**src/rtl/segment_transition_scheduler_pkg.sv**
```systemverilog
// transition: shared request and channel types for segment_transition_scheduler
package transition;
  typedef enum logic [2:0] {IMMEDIATE, SYNC_IDX, SYS_TIME, GPIO} mode_t;
  typedef enum logic {TGT_MOD, TGT_STM} target_t;
  typedef enum {IDLE, ARMED, ALIGN} ch_state_t;
endpackage

```
**src/rtl/segment_transition_scheduler_if.sv**
```systemverilog
// segment_transition_scheduler_if: controller-to-scheduler transition request handshake
interface segment_transition_scheduler_if #(
  parameter int SYS_TIME_W = 64
);
  logic REQ_VALID;
  logic REQ_READY;
  logic REQ_TARGET;
  logic REQ_SEGMENT;
  logic [2:0] REQ_MODE;
  logic [SYS_TIME_W-1:0] REQ_VALUE;
  modport master(output REQ_VALID, REQ_TARGET, REQ_SEGMENT, REQ_MODE, REQ_VALUE, input REQ_READY);
  modport slave(input REQ_VALID, REQ_TARGET, REQ_SEGMENT, REQ_MODE, REQ_VALUE, output REQ_READY);
endinterface

```
**src/rtl/segment_transition_scheduler_channel.sv**
```systemverilog
// transition_channel: holds one request per target, evaluates its trigger and swaps on UPDATE
module transition_channel
  import transition::*;
#(
  parameter int SYS_TIME_W = 64,
  parameter int GPIO_N = 4
) (
  input  logic clk,
  input  logic rst,
  input  logic accept,
  input  logic req_segment,
  input  mode_t req_mode,
  input  logic [SYS_TIME_W-1:0] req_value,
  input  logic [SYS_TIME_W-1:0] sys_time,
  input  logic update,
  input  logic wrap,
  input  logic [GPIO_N-1:0] gpio_rise,
  output logic swap,
  output logic segment,
  output logic pending
);
  ch_state_t state_q, state_d;
  mode_t mode_q, mode_d;
  logic [SYS_TIME_W-1:0] value_q, value_d;
  logic tgt_q, tgt_d, seg_q, seg_d, swap_q, swap_d;
  logic cond, fire, done;
  always_ff @(posedge clk) begin
    state_q <= rst ? IDLE : state_d;
    mode_q <= rst ? IMMEDIATE : mode_d;
    value_q <= rst ? '0 : value_d;
    tgt_q <= rst ? 1'b0 : tgt_d;
    seg_q <= rst ? 1'b0 : seg_d;
    swap_q <= rst ? 1'b0 : swap_d;
  end
  always_comb begin
    cond = mode_q == IMMEDIATE || (mode_q == SYNC_IDX && wrap) ||
           (mode_q == SYS_TIME && sys_time >= value_q) ||
           (mode_q == GPIO && gpio_rise[value_q[1:0]]);
    fire = state_q == ALIGN || (state_q == ARMED && cond);
    done = !accept && fire && update;
    state_d = accept ? ARMED : fire ? (update ? IDLE : ALIGN) : state_q;
    mode_d = accept ? req_mode : mode_q;
    value_d = accept ? req_value : value_q;
    tgt_d = accept ? req_segment : tgt_q;
    seg_d = done ? tgt_q : seg_q;
    swap_d = done && tgt_q != seg_q;
  end
  always_comb begin
    swap = swap_q;
    segment = seg_q;
    pending = state_q != IDLE;
  end
endmodule

```
**src/rtl/segment_transition_scheduler.sv**
```systemverilog
// segment_transition_scheduler: decodes transition requests and sequences MOD/STM segment swaps on UPDATE
module segment_transition_scheduler
  import transition::*;
#(
  parameter int GPIO_N = 4,
  parameter int SYS_TIME_W = 64
) (
  input  logic CLK,
  input  logic RESET,
  input  logic [SYS_TIME_W-1:0] SYS_TIME,
  input  logic UPDATE,
  input  logic [GPIO_N-1:0] GPIO_IN,
  input  logic MOD_WRAP,
  input  logic STM_WRAP,
  segment_transition_scheduler_if.slave req,
  output logic MOD_SWAP,
  output logic MOD_SEGMENT,
  output logic STM_SWAP,
  output logic STM_SEGMENT,
  output logic [1:0] PENDING,
  output logic REQ_DROP,
  output logic ERR_LATE,
  output logic ERR_MODE
);
  logic [GPIO_N-1:0] g1_q, g1_d, g2_q, g2_d, g3_q, g3_d, rise;
  logic drop_q, drop_d, late_q, late_d, emode_q, emode_d;
  logic take, mode_ok, late;
  logic [1:0] acc, pend;
  mode_t req_mode;
  always_ff @(posedge CLK) begin
    g1_q <= RESET ? '0 : g1_d;
    g2_q <= RESET ? '0 : g2_d;
    g3_q <= RESET ? '0 : g3_d;
    drop_q <= RESET ? 1'b0 : drop_d;
    late_q <= RESET ? 1'b0 : late_d;
    emode_q <= RESET ? 1'b0 : emode_d;
  end
  always_comb begin
    g1_d = GPIO_IN;
    g2_d = g1_q;
    g3_d = g2_q;
    rise = g2_q & ~g3_q;
    take = req.REQ_VALID && req.REQ_READY;
    mode_ok = !req.REQ_MODE[2];
    req_mode = mode_t'(req.REQ_MODE);
    late = req_mode == transition::SYS_TIME && SYS_TIME >= req.REQ_VALUE;
    acc = {2{take && mode_ok && !late}} & {req.REQ_TARGET, !req.REQ_TARGET};
    drop_d = |(acc & pend);
    late_d = take && mode_ok && late;
    emode_d = take && !mode_ok;
  end
  always_comb begin
    req.REQ_READY = !RESET;
    PENDING = pend;
    REQ_DROP = drop_q;
    ERR_LATE = late_q;
    ERR_MODE = emode_q;
  end
  transition_channel #(.SYS_TIME_W(SYS_TIME_W), .GPIO_N(GPIO_N)) u_mod (
    .clk(CLK), .rst(RESET), .accept(acc[0]), .req_segment(req.REQ_SEGMENT), .req_mode(req_mode),
    .req_value(req.REQ_VALUE), .sys_time(SYS_TIME), .update(UPDATE), .wrap(MOD_WRAP), .gpio_rise(rise),
    .swap(MOD_SWAP), .segment(MOD_SEGMENT), .pending(pend[0])
  );
  transition_channel #(.SYS_TIME_W(SYS_TIME_W), .GPIO_N(GPIO_N)) u_stm (
    .clk(CLK), .rst(RESET), .accept(acc[1]), .req_segment(req.REQ_SEGMENT), .req_mode(req_mode),
    .req_value(req.REQ_VALUE), .sys_time(SYS_TIME), .update(UPDATE), .wrap(STM_WRAP), .gpio_rise(rise),
    .swap(STM_SWAP), .segment(STM_SEGMENT), .pending(pend[1])
  );
endmodule

```
**src/flat_wrapper.sv**
```systemverilog
// flat-port wrapper written by rule: the top's interface ports become plain ports
module segment_transition_scheduler_flat import transition::*;
#(
  parameter int GPIO_N = 4,
  parameter int SYS_TIME_W = 64
)
  (CLK, RESET, SYS_TIME, UPDATE, GPIO_IN, MOD_WRAP, STM_WRAP, MOD_SWAP, MOD_SEGMENT, STM_SWAP, STM_SEGMENT, PENDING, REQ_DROP, ERR_LATE, ERR_MODE, req_REQ_VALID, req_REQ_TARGET, req_REQ_SEGMENT, req_REQ_MODE, req_REQ_VALUE, req_REQ_READY);
  segment_transition_scheduler_if #(.SYS_TIME_W(SYS_TIME_W)) req_i ();
  input  logic CLK;
  input  logic RESET;
  input  logic [SYS_TIME_W-1:0] SYS_TIME;
  input  logic UPDATE;
  input  logic [GPIO_N-1:0] GPIO_IN;
  input  logic MOD_WRAP;
  input  logic STM_WRAP;
  output logic MOD_SWAP;
  output logic MOD_SEGMENT;
  output logic STM_SWAP;
  output logic STM_SEGMENT;
  output logic [1:0] PENDING;
  output logic REQ_DROP;
  output logic ERR_LATE;
  output logic ERR_MODE;
  input wire logic [$bits(req_i.REQ_VALID)-1:0] req_REQ_VALID;
  input wire logic [$bits(req_i.REQ_TARGET)-1:0] req_REQ_TARGET;
  input wire logic [$bits(req_i.REQ_SEGMENT)-1:0] req_REQ_SEGMENT;
  input wire logic [$bits(req_i.REQ_MODE)-1:0] req_REQ_MODE;
  input wire logic [$bits(req_i.REQ_VALUE)-1:0] req_REQ_VALUE;
  output wire logic [$bits(req_i.REQ_READY)-1:0] req_REQ_READY;
  assign req_i.REQ_VALID = req_REQ_VALID;
  assign req_i.REQ_TARGET = req_REQ_TARGET;
  assign req_i.REQ_SEGMENT = req_REQ_SEGMENT;
  assign req_i.REQ_MODE = req_REQ_MODE;
  assign req_i.REQ_VALUE = req_REQ_VALUE;
  assign req_REQ_READY = req_i.REQ_READY;
  segment_transition_scheduler #(.GPIO_N(GPIO_N), .SYS_TIME_W(SYS_TIME_W)) u_core (.CLK(CLK), .RESET(RESET), .SYS_TIME(SYS_TIME), .UPDATE(UPDATE), .GPIO_IN(GPIO_IN), .MOD_WRAP(MOD_WRAP), .STM_WRAP(STM_WRAP), .req(req_i), .MOD_SWAP(MOD_SWAP), .MOD_SEGMENT(MOD_SEGMENT), .STM_SWAP(STM_SWAP), .STM_SEGMENT(STM_SEGMENT), .PENDING(PENDING), .REQ_DROP(REQ_DROP), .ERR_LATE(ERR_LATE), .ERR_MODE(ERR_MODE));
endmodule
```
**config.mk**
```make
export PLATFORM = sky130hd
export DESIGN_NAME = segment_transition_scheduler_flat
export DESIGN_NICKNAME = d
export VERILOG_FILES = /design/src/rtl/segment_transition_scheduler_pkg.sv /design/src/rtl/segment_transition_scheduler_if.sv /design/src/rtl/segment_transition_scheduler_channel.sv /design/src/rtl/segment_transition_scheduler.sv /design/src/flat_wrapper.sv
export SDC_FILE = /design/constraint.sdc
export NUM_CORES = 1
export LEC_CHECK = 0
export CAP_MARGIN = 40
export CELL_PAD_IN_SITES_DETAIL_PLACEMENT = 0
export CELL_PAD_IN_SITES_GLOBAL_PLACEMENT = 2
export CORE_ASPECT_RATIO = 1.75
export CORE_UTILIZATION = 36
export CTS_CLUSTER_SIZE = 20
export DETAILED_ROUTE_END_ITERATION = 12
export PLACE_DENSITY_LB_ADDON = 0.12
export SYNTH_ARGS = -nofsm -noshare
export SYNTH_HDL_FRONTEND = slang
export SYNTH_HIERARCHICAL = 1
export SYNTH_SLANG_ARGS = --single-unit
```
**constraint.sdc**
```tcl
create_clock -name CLK -period 6.5 [get_ports CLK]
set_clock_uncertainty 0.15 [all_clocks]
set_input_delay 0.65 -clock CLK [delete_from_list [all_inputs] [get_ports CLK]]
set_output_delay 0.65 -clock CLK [all_outputs]
set_load 0.1 [all_outputs]
```
==> flow_metrics.py, run 1 <==
metrics = {
    "status": {
        "outcome": "complete, no violations",
    },
    "sta": {
        "setup_viol": 0,
        "timing.slew.headroom_pct": 46.9,
        "hold_viol_final": 0,
        "min_period_over_period_pct": 60.8,
        "period_minus_slack_ns": 3.95,
        "tightest_slew_ns": 0.796,
        "slew_violations": 0,
        "setup-tns-final_ns": 0,
        "rsz0062_at_grt": "false",
        "clock.fmax_mhz": 253,
    },
    "placement": {
        "place.gp.congestion": 0.803,
        "numPortBuffers": 152,
        "placed_area_mm2": 0.0128,
        "dpl.hpwl_mm": 23.1,
    },
    "cells_and_area": {
        "area_delta_synth_final_pct": 26.3,
        "mostFrequentLayoutCells": "200 x inv_1, 192 x ha_1, 161 x nor2_1",
        "fin_nets": 1715,
        "num_antenna_cells": 0,
        "layout_commonest_cell": "inv_1",
        "drive_above_1_share_pct": 5.67,
        "nFillCells": 2907,
        "design_area_mm2": 0.0134,
    },
    "worst_setup_path": {
        "cp_max_fo": 30,
        "path_buf_inv": 3,
        "slowest_stage": "clkdlybuf4s50_1",
        "cp_slowest_stage_delay_ns": 0.55,
        "worstSetupPathType": "primary input to flip-flop",
        "cp_top_family": "compound AO/OA/AOI/OAI gates",
        "reg2reg_slack_ns": 3.20,
        "crit_path_cell_trace": "clkdlybuf4s50_1, inv_1, ha_1, a211oi_1, o21ai_0, a21oi_1, nor4b_1, o31a_1, o311a_4, nor3_2, buf_4, nor2_1, o21ai_2, mux2i_1",
        "start_kind": "primary input",
        "arrival_ns": 4.18,
        "endpoint_kind": "flip-flop",
        "required_ns": 6.73,
    },
    "power": {
        "p_leak_nw": 5.29,
        "vdd_drop_max_mv": 0.189,
        "p_per_area_mw_per_mm2": 190,
    },
    "die": {
        "die_w_um": 132,
        "row_count": 82,
        "core_region_area_mm2": 0.0288,
        "die_y_um": 229,
        "initial_core_util_pct": 36.8,
        "io_pins": 153,
        "fp.dieArea_mm2": 0.0302,
    },
    "route": {
        "routedWlPerCell_um": 16.4,
        "finalWirelength_mm": 29.0,
        "postRouteAntennaNets": 0,
        "drc": 0,
        "vias": 8628,
        "firstDrtPassIters": 4,
        "vias_per_cell": 4.87,
        "first_iter_violations": 299,
    },
    "global_route": {
        "grt.total_usage_pct": 20.2,
        "antenna_found_initial": 1,
        "grt_start_max_net_pins": 70,
        "grt_first_pass_wirelength_mm": 46.4,
        "first_global_vias": 8826,
        "overflow": 0,
    },
    "clocking": {
        "cts_tree": "done",
        "hold_buffers": 0,
        "numCtsBuffers": 17,
        "clock_latency_ns": 0.45,
        "ctsHtreeMaxLevel": 4,
        "root_buffer": "clkbuf_16",
        "post-cts-setup-buffers": 0,
        "ctsResizeCount": 0,
        "cts.sinks": 159,
        "clk_pin_slew_ns": 0.07,
        "clockBufferDepth": 2,
    },
    "min_path": {
        "holdCritPathClass": "flip-flop to flip-flop",
    },
    "flow_run": {
        "drv_cap": 0,
    },
    "logic_synthesis": {
        "synth-seq-cells": 159,
        "synth-edff-count": 0,
        "syn_area_per_cell_um2": 8.66,
        "synthArstFlopShare_pct": 0,
        "yosysSeqAreaShare_pct": 30.0,
        "ys_types": 53,
        "syn_area_mm2": 0.0106,
        "synth_fp_nets": 1559,
        "synth_flop_cell": "dfxtp_1",
        "syn_inst": 1224,
        "yosys_warnings": 6,
    },
}
[kinds of logic (layout without fill, tap and decap cells)]
group / after synthesis / after routing / share of synthesized area (%)
AND/OR/NAND/NOR: 327 / 327 / 15.4
buffers and inverters: 233 / 402 / 8.25
adder cells (fa/ha/maj): 192 / 192 / 22.7
AO/OA/AOI/OAI: 168 / 168 / 9.73
flip-flops: 159 / 159 / 30.0
multiplexers: 143 / 143 / 13.7
XOR/XNOR: 2 / 2 / 0.165
[path summary, 6_finish.rpt]
path | start | end | cells after the start
min reg2reg | u_core/g1_q[2] | u_core/g2_q[2] | 1
max reg2reg | u_core/u_mod/value_q[63] | u_core/u_mod/swap | 10
min | u_core/g1_q[2] | u_core/g2_q[2] | 1
max | req_REQ_VALUE[2] | u_core/u_mod/segment | 14
[cells in the mapped netlist (7+ instances only)]
library cell | instances | share of area (%)
nor2_1 | 161 | 5.7
a211oi_1 | 8 | 0.57
o21ai_1 | 11 | 0.52
nand2b_1 | 8 | 0.47
clkbuf_1 | 11 | 0.39
ha_1 | 192 | 23
nor2b_1 | 19 | 1.1
nor4_2 | 7 | 0.83
buf_1 | 22 | 0.78
inv_1 | 200 | 7.1
a21oi_1 | 82 | 3.9
nor3_1 | 7 | 0.33
nand2_1 | 46 | 1.6
dfxtp_1 | 159 | 30
nand4_1 | 33 | 1.9
mux2i_1 | 141 | 13
o21ai_0 | 20 | 0.94
a21o_1 | 12 | 0.85
nand3_1 | 13 | 0.61
[layout make-up]
type	instances	area (um^2)	share of cell area [%]
Clock inverter	15	209	1.56
Clock buffer	17	425	3.18
Sequential cell	159	3180	23.8
Timing Repair Buffer	170	1800	13.4
Tap cell	378	473	3.53
Multi-Input combinational cell	832	6550	48.9
Inverter	200	751	5.61
[layer usage]
layer  vias up  global-route usage [%]  wire [um]
met5         -                       0         15
met4         2                    8.68        804
li1       4484                       -          -
met3        42                    3.36        878
met1      3956                    20.9      11500
met2       144                    39.1      15800
[stage by stage]
step,setup WS (ns),utilization [%],hold slack (ns),cells,total power (W)
floorplan,2.95,-,0.264,1224,0.00127
global placement,1.86,43.5,0.271,1728,0.00146
detailed placement,2.05,44.3,0.276,1739,0.00147
CTS,2.51,46.5,0.290,1771,0.00259
global route,2.26,46.5,0.305,1771,0.00267
finish,2.55,46.5,0.286,1771,0.00255
[power breakdown]
group | total (W) | internal (W) | switching, W
Clock | 0.00110 | 0.000648 | 0.000455
Combinational | 0.000438 | 0.000211 | 0.000227
Sequential | 0.00101 | 0.000995 | 0.0000101
Total | 0.00255 | 0.00185 | 0.000692
[flip-flops by register name (all words and copies together), names as in the netlist]
| name | cells |
|---|---|
| u_core/ERR_LATE | 1 |
| u_core/ERR_MODE | 1 |
| u_core/REQ_DROP | 1 |
| u_core/g1_q | 4 |
| u_core/g2_q | 4 |
| u_core/g3_q | 4 |
| u_core/u_mod/mode_q | 3 |
| u_core/u_mod/segment | 1 |
| u_core/u_mod/state_q | 2 |
| u_core/u_mod/swap | 1 |
| u_core/u_mod/tgt_q | 1 |
| u_core/u_mod/value_q | 64 |
| u_core/u_stm/mode_q | 3 |
| u_core/u_stm/segment | 1 |
| u_core/u_stm/state_q | 2 |
| u_core/u_stm/swap | 1 |
| u_core/u_stm/tgt_q | 1 |
| u_core/u_stm/value_q | 64 |
Note: power is estimated with default switching activity, not from simulation.
==> inputs of run 2 (changes only) <==
--- a/config.mk
+++ b/config.mk
@@ -9,7 +9,7 @@
 export CELL_PAD_IN_SITES_DETAIL_PLACEMENT = 0
 export CELL_PAD_IN_SITES_GLOBAL_PLACEMENT = 2
 export CORE_ASPECT_RATIO = 1.75
-export CORE_UTILIZATION = 36
+export CORE_UTILIZATION = 30
 export CTS_CLUSTER_SIZE = 20
 export DETAILED_ROUTE_END_ITERATION = 12
 export PLACE_DENSITY_LB_ADDON = 0.12
==> constraint.sdc (replaced) <==
create_clock -name CLK -period 3.4 [get_ports CLK]
set_clock_uncertainty 0.15 [all_clocks]
set_input_delay 0.34 -clock CLK [delete_from_list [all_inputs] [get_ports CLK]]
set_output_delay 0.34 -clock CLK [all_outputs]
set_load 0.1 [all_outputs]
==> flow_metrics.py, run 2 (synthesized netlist as in run 1, its figures left out) <==
metrics = {
    "worst_setup_path": {
        "cp_top_family": "buffers and inverters",
        "cp_slowest_stage_delay_ns": 0.49,
        "worstRegToRegCells": 13,
        "slowest_stage": "clkdlybuf4s50_1",
        "crit_path_cell_trace": "clkdlybuf4s50_1, inv_1, ha_4, a21oi_2, o21a_1, nor2_1, o31ai_2, buf_4, o2111ai_2, buf_4, o311a_4, nor3b_4, buf_6, clkbuf_16, mux2i_1, nor2_1",
        "path_buf_inv": 6,
        "r2r-start": "u_core/u_mod/value_q[63]",
        "reg2reg_slack_ns": 0.52,
        "crit_path_start": "req_REQ_VALUE[41]",
        "start_kind": "primary input",
        "timing.rr.end": "u_core/u_mod/swap",
        "required_ns": 3.56,
        "worstSetupPathType": "primary input to flip-flop",
        "arrival_ns": 3.46,
        "endpoint_kind": "flip-flop",
        "cp_max_fo": 7,
    },
    "route": {
        "vias": 9272,
        "first_iter_violations": 177,
        "vias_per_cell": 4.53,
        "drc": 0,
        "finalWirelength_mm": 31.6,
        "routedWlPerCell_um": 15.4,
        "postRouteAntennaNets": 0,
        "firstDrtPassIters": 6,
    },
    "die": {
        "die_y_um": 251,
        "core_region_area_mm2": 0.0347,
        "initial_core_util_pct": 30.6,
        "row_count": 90,
        "io_pins": 153,
        "die_w_um": 144,
        "fp.dieArea_mm2": 0.0361,
    },
    "placement": {
        "place.gp.congestion": 0.788,
        "numPlacedInstances": 2009,
        "numPortBuffers": 152,
        "dpl.hpwl_mm": 25.6,
    },
    "min_path": {
        "hold_end": "u_core/ERR_MODE",
        "hold_path_startpoint": "RESET",
        "min_path_cells": 3,
        "holdCritPathClass": "primary input to flip-flop",
    },
    "power": {
        "p_per_area_mw_per_mm2": 330,
        "vdd_drop_max_mv": 0.354,
        "p_leak_nw": 6.35,
        "finalPower_w": 0.00504,
    },
    "clocking": {
        "clockBufferDepth": 2,
        "ctsHtreeMaxLevel": 4,
        "cts_tree": "done",
        "hold_buffers": 0,
        "root_buffer": "clkbuf_16",
        "cts.sinks": 159,
        "clock_latency_ns": 0.45,
        "numCtsBuffers": 17,
        "clk_pin_slew_ns": 0.07,
    },
    "sta": {
        "clock.fmax_mhz": 303,
        "setup_viol": 0,
        "tightest_slew_ns": 0.778,
        "hold_viol_final": 0,
        "timing.slew.headroom_pct": 48.1,
        "slew_violations": 0,
        "period_minus_slack_ns": 3.30,
        "min_period_over_period_pct": 97.0,
    },
    "global_route": {
        "overflow": 0,
        "antenna_found_initial": 0,
        "grt_start_max_net_pins": 159,
        "grt.total_usage_pct": 18.3,
        "first_global_vias": 9684,
        "grt_first_pass_wirelength_mm": 49.4,
    },
    "cells_and_area": {
        "finalNonFillerCells": 2047,
        "area_delta_synth_final_pct": 43.8,
        "largestRegisters": "u_core/u_mod/value_q (64), u_core/u_stm/value_q (64)",
        "nFillCells": 3609,
        "fin_nets": 1908,
        "drive_above_1_share_pct": 18.7,
        "layout_commonest_cell": "inv_1",
        "mostFrequentLayoutCells": "200 x inv_1, 191 x buf_4, 188 x ha_1",
    },
    "status": {
        "outcome": "complete, no violations",
    },
    "flow_run": {
        "drv_cap": 0,
    },
}
-- run 2: cell count changes in the layout (fill, tap and decap cells not counted), sizes merged --
cell	before	now
inv	204	202
diode	0	1
clkinv	4	5
dlymetal6s2s	0	5
clkdlybuf4s50	151	142
clkbuf	17	21
buf	19	213
-- run 2: worst reg2reg max path, stage by stage, from the launching register on --
cell,delay [ns]
dfxtp_1,0.33
inv_1,0.06
ha_1,0.31
nand4_2,0.17
nor4_4,0.29
buf_4,0.20
nand4_1,0.18
buf_4,0.19
a31oi_1,0.13
buf_4,0.15
a221oi_2,0.05
a21oi_1,0.26
o21ai_1,0.11
nor4_2,0.21
-- run 2: what timing repair did --
action                                  CTS  global route
resized for setup                         6            37
cloned                                    0             3
endpoints found under the setup margin  144           143
pin swaps                                 0            12
setup buffers                             0             2
-- run 2: metrics by stage --
step / cell area (um^2) / TNS, ns / setup WS [ns] / hold WS [ns] / utilization [%]
floorplan: 10600 / 0 / 0.157 / 0.262 / -
global placement: 14200 / -117.85 / -0.905 / 0.269 / 41.0
detailed placement: 14300 / -110.51 / -0.844 / 0.274 / 41.3
CTS: 15000 / 0 / 0.0105 / 0.0967 / 43.2
global route: 15200 / -0.00599 / -0.00454 / 0.117 / 43.9
finish: 15200 / 0 / 0.102 / 0.116 / 43.9
-- run 2: report_power, final --
group	switching (W)	internal (W)	total, W
clock	0.000831	0.00123	0.00206
sequential	0.0000196	0.00190	0.00192
combinational	0.000491	0.000563	0.00105
-- run 2: layer usage --
layer  vias to the layer above  share of wire, %  global-route usage [%]
met1                      4265                39                    18.2
met3                        28               2.7                    2.89
li1                       4869                 -                       -
met2                       110                57                    36.8
met5                         -                 0                       0
met4                         0               2.0                    6.17
-- run 2: layout make-up --
type / count / area, um^2 / share of cell area, %
antenna: 1 / 2.50 / 0.0164
inverter: 200 / 751 / 4.93
multi-input combinational: 832 / 6740 / 44.2
clock buffer: 18 / 429 / 2.82
sequential: 159 / 3180 / 20.9
timing repair buffer: 363 / 3380 / 22.2
clock inverter: 14 / 189 / 1.24
tap: 460 / 576 / 3.78
-- run 2: how the worst max path moves through the flow --
stage	to	slack, ns	depth (start not counted)
after global placement	u_core/u_stm/segment	-0.90	15
final	u_core/u_stm/value_q[44]	0.10	16
after global routing	u_core/u_stm/value_q[34]	-0.005	14
after CTS	u_core/u_mod/segment	0.01	15
after detailed placement	u_core/u_mod/segment	-0.84	15
after floorplan	u_core/u_stm/mode_q[2]	0.16	13
